[src/rtl/ram_image_writer.sv]
// Streams 32-bit instruction words into a byte-wide RAM, one byte per cycle, big-endian.
// Tracks the number of words written and stops accepting once the RAM is full.
module ram_image_writer #(
  parameter int MEM_BYTES = 256
) (
  input  logic        clk,
  input  logic        reset_n,
  input  logic        start,
  input  logic        wr_valid,
  input  logic [31:0] wr_data,
  output logic        wr_ready,
  output logic        mem_we,
  output logic [7:0]  mem_addr,
  output logic [7:0]  mem_byte,
  output logic [6:0]  word_count,
  output logic        full
);

  localparam logic [8:0] END_ADDR = 9'(MEM_BYTES);

  typedef enum logic [1:0] {IDLE, WRITE, FULL} state_t;

  state_t      state, state_nxt;
  logic [7:0]  base, base_nxt;
  logic [1:0]  byte_idx, byte_idx_nxt;
  logic [6:0]  count_nxt;
  logic [31:0] word_p0;
  logic        accept;
  logic [8:0]  base_sum;

  function automatic logic [7:0] pick_byte(input logic [31:0] w, input logic [1:0] idx);
    logic [7:0] b;
    case (idx)
      2'd0:    b = w[31:24];
      2'd1:    b = w[23:16];
      2'd2:    b = w[15:8];
      default: b = w[7:0];
    endcase
    return b;
  endfunction

  assign wr_ready = reset_n && (state == IDLE) && !start;
  assign accept   = wr_ready && wr_valid;
  assign base_sum = {1'b0, base} + 9'd4;

  always_ff @(posedge clk or negedge reset_n) begin
    if (!reset_n) begin
      state      <= IDLE;
      base       <= 8'd0;
      byte_idx   <= 2'd0;
      word_count <= 7'd0;
    end else begin
      state      <= state_nxt;
      base       <= base_nxt;
      byte_idx   <= byte_idx_nxt;
      word_count <= count_nxt;
    end
  end

  // Capture stage: the word is held only while its bytes are being written
  always_ff @(posedge clk) begin
    if (accept) begin
      word_p0 <= wr_data;
    end
  end

  always_comb begin
    state_nxt    = state;
    base_nxt     = base;
    byte_idx_nxt = byte_idx;
    count_nxt    = word_count;
    case (state)
      IDLE: begin
        if (start) begin
          base_nxt  = 8'd0;
          count_nxt = 7'd0;
        end else if (wr_valid) begin
          state_nxt    = WRITE;
          byte_idx_nxt = 2'd0;
        end
      end
      WRITE: begin
        byte_idx_nxt = byte_idx + 2'd1;
        if (byte_idx == 2'd3) begin
          count_nxt = word_count + 7'd1;
          base_nxt  = base_sum[7:0];
          // Reaching the end of the RAM means the 64th word just completed
          state_nxt = (base_sum == END_ADDR) ? FULL : IDLE;
        end
      end
      FULL: begin
        if (start) begin
          state_nxt = IDLE;
          base_nxt  = 8'd0;
          count_nxt = 7'd0;
        end
      end
      default: state_nxt = IDLE;
    endcase
  end

  // Write stage: byte lane selected by byte_idx, address offset from the word base
  always_comb begin
    mem_we   = 1'b0;
    mem_addr = base;
    mem_byte = 8'd0;
    if (state == WRITE) begin
      mem_we   = 1'b1;
      mem_addr = base + {6'd0, byte_idx};
      mem_byte = pick_byte(word_p0, byte_idx);
    end
  end

  assign full = (state == FULL);

endmodule

[config.mk]
export PLATFORM = sky130hd
export DESIGN_NAME = ram_image_writer
export DESIGN_NICKNAME = d
export VERILOG_FILES = /design/src/rtl/ram_image_writer.sv
export SDC_FILE = /design/constraint.sdc
export NUM_CORES = 1
export LEC_CHECK = 0
export ABC_AREA = 1
export CAP_MARGIN = 30
export CELL_PAD_IN_SITES_DETAIL_PLACEMENT = 0
export CELL_PAD_IN_SITES_GLOBAL_PLACEMENT = 1
export CORE_MARGIN = 5
export CORE_UTILIZATION = 39
export CTS_CLUSTER_DIAMETER = 120
export CTS_CLUSTER_SIZE = 28
export DETAILED_ROUTE_END_ITERATION = 8
export GPL_TIMING_DRIVEN = 0
export PLACE_DENSITY_LB_ADDON = 0.1
export SLEW_MARGIN = 15
export SYNTH_ARGS = -nofsm -noshare
export SYNTH_HDL_FRONTEND = slang
export SYNTH_SLANG_ARGS = --single-unit
[constraint.sdc]
create_clock -name clk -period 5.6 [get_ports clk]
set_clock_uncertainty 0.1 [all_clocks]
set_input_delay 0.56 -clock clk [delete_from_list [all_inputs] [get_ports clk]]
set_output_delay 0.56 -clock clk [all_outputs]
set_load 0.005 [all_outputs]
==> impl_metrics.ini <==
[synthesis]
synthCells = 208
synth_warnings = 0
synth_cell_types = 28
ys_ff_latch = 49
syn_nets = 251
syn-cell-area_sq_um = 2180
ys_seq_area_share_pct = 63.5
avgSynthCellArea_sq_um = 10.5

[sta]
slew_headroom_pct = 43.2
setup_violations = 0
layout_setup_ws_ns = 2.37
worst-slew-pin-transition_ns = 0.849
rsz0062_at_grt = false
final_hold_viol_count = 0
maxSlewViolCount = 0
tns_ns = 0
finalCritPeriodShare_pct = 57.6
min_period_ns = 3.23
fmax_mhz = 310

[drt]
drc = 0
wl_per_cell_um = 13.7
routed_wl_um = 4800
drt_pre_antenna_iters = 4
vias_per_cell = 4.74
vias = 1655
drtIter0Drc = 47
ant_nets = 0

[clock_tree]
path_clk_slew_ns = 0.09
post_cts_resized = 0
h-tree-depth = 2
cts.path.max_buffers = 2
cts.hold.buffers_added = 0
cts-root-buf = clkbuf_8
clock_sinks = 49
cts_setup_buffers = 0
cts_tree = yes
numCtsBuffers = 5
clk_latency_ns = 0.30

[finish]
area_growth_pct = 36.4
diodes = 0
nNetsFinal = 319
multi_input_area_sq_um = 667
drive_gt1_share_pct = 6.50
seqCellArea_sq_um = 1390
nFillCells = 521
finalInstanceArea_sq_um = 2980
layout_commonest_cell = clkdlybuf4s50_1
final_cell_mix = 61 x clkdlybuf4s50_1, 52 x nand2_1, 32 x edfxtp_1
post_layout_nonfiller_instances = 349

[power]
power.density_nw_per_um2 = 368
p_leak_nw = 1.16
p_sw_share_pct = 33.5
ir_drop_uv = 165
p_seq_share_pct = 42.0
power_mw = 1.09
switching_power_mw = 0.367
p_clk_share_pct = 19.3
pwr-share-comb_pct = 38.7
power.internal_mw = 0.727

[setup_path]
critical_path_class = primary input to output pin
r2r_end = word_p0[28]
worstPathMaxFanout = 18
reg2reg_depth = 4
required_ns = 4.94
critPathCaptureType = output pin
critPathArrivalTime_ns = 2.57
regToRegSetupSlack_ns = 3.49
regToRegStartpoint = state[0]
critPathLaunchType = primary input

[min_path]
holdCritStartpoint = base[7]
hold_path.class = flop to flop
holdPathEnd = base[7]
min_path_cells = 2

[status]
status = finished, final reports clean

[placement]
dpl.cell_count = 341
placed_area_sq_um = 2880
port_buffers = 61
pre_cts_ws_ns = 2.30
gp_congestion = 0.712
dp_hpwl_um = 3500

[flow_run]
cap_violations = 0

[grt]
grt_antenna_before_repair = 0
gr-usage-all-layers_pct = 14.2
grt_pass1_vias = 1651
grt_pass1_wl_um = 7960
grt_overflow_total = 0
grt_max_degree = 33

[floorplanning]
die_h_um = 84.8
rows = 27
core_area_sq_um = 5470
die_w_um = 84.8
ioPinCount = 62
initial_utilization_pct = 39.9
dieArea_sq_um = 7190
[metal layers]
metal | global-route usage, % | up-vias | part of all wire (%)
li1 | - | 837 | -
met1 | 15.9 | 768 | 42
met2 | 25.1 | 46 | 50
met3 | 4.91 | 4 | 7.2
met4 | 4.75 | 0 | 1.3
met5 | 0 | - | 0
[how the worst max path moves through the flow]
stage | from | endpoint | slack [ns] | depth (start not counted)
floorplan | reset_n | word_p0[0] | 3.44 | 3
global placement | reset_n | word_p0[17] | 1.90 | 4
detailed placement | reset_n | wr_ready | 2.30 | 4
CTS | reset_n | wr_ready | 2.31 | 4
global route | reset_n | wr_ready | 2.11 | 4
finish | reset_n | wr_ready | 2.37 | 4
[stage by stage]
step	util, %	hold WS [ns]
floorplan	-	0.164
global placement	52.7	0.445
detailed placement	52.7	0.447
CTS	54.4	0.469
global route	54.4	0.496
finish	54.4	0.454
[power groups by stage]
stage / registers, mW / clock network [mW] / logic [mW]
after floorplan: 0.460 / 0 / 0.214
after global placement: 0.468 / 0 / 0.427
after detailed placement: 0.469 / 0 / 0.429
after CTS: 0.460 / 0.217 / 0.432
after global routing: 0.466 / 0.235 / 0.475
final: 0.459 / 0.212 / 0.423
[area by class of cell]
cell class / count / share of cell area, %
Sequential cell: 49 / 46.6
Multi-Input combinational cell: 127 / 22.4
Timing Repair Buffer: 61 / 20.5
Tap cell: 72 / 3.03
Clock buffer: 6 / 2.78
Inverter: 20 / 2.52
Buffer: 12 / 1.85
Clock inverter: 2 / 0.294
[synth_stat cells]
cell,n,share of area (%)
nand2_1,52,8.9
edfxtp_1,32,44
dfrtp_1,17,19
inv_1,17,2.9
o21ai_0,17,3.9
a21oi_1,10,2.3
nor2_1,10,1.7
a31oi_1,8,2.3
ha_1,7,4.0
clkbuf_1,6,1.0
nand3_1,6,1.4
nand4_1,5,1.4
buf_1,3,0.52
inv_2,3,0.52
a22o_1,2,0.80
and2_1,1,0.29
buf_2,1,0.23
buf_6,1,0.52
clkbuf_2,1,0.23
nand2_2,1,0.29
nand2_4,1,0.52
nand3_2,1,0.46
nand3b_1,1,0.34
nor2_4,1,0.52
nor3_1,1,0.23
o22ai_1,1,0.29
xnor2_1,1,0.40
xor2_1,1,0.40
[registers in the layout, indices dropped and copies added, names as in the netlist]
name and flops:
word_p0 32, byte_idx 2, state 2, base 6, word_count 7
[worst max-delay path, cell delays in order]
cell	delay [ns]
clkdlybuf4s50_1	1.02
inv_1	0.09
nor3_1	0.32
clkdlybuf4s50_1	0.57
[kinds of logic after synthesis]
group,Yosys count,synth area share [%]
AOI/OAI and AO/OA,38,9.58
adders and majority gates,7,4.01
buffers and inverters,32,5.96
DFF,49,63.5
xor gates and xnor gates,2,0.803
and+or+nand+nor,80,16.1
Power figures use the tool's default switching activity.
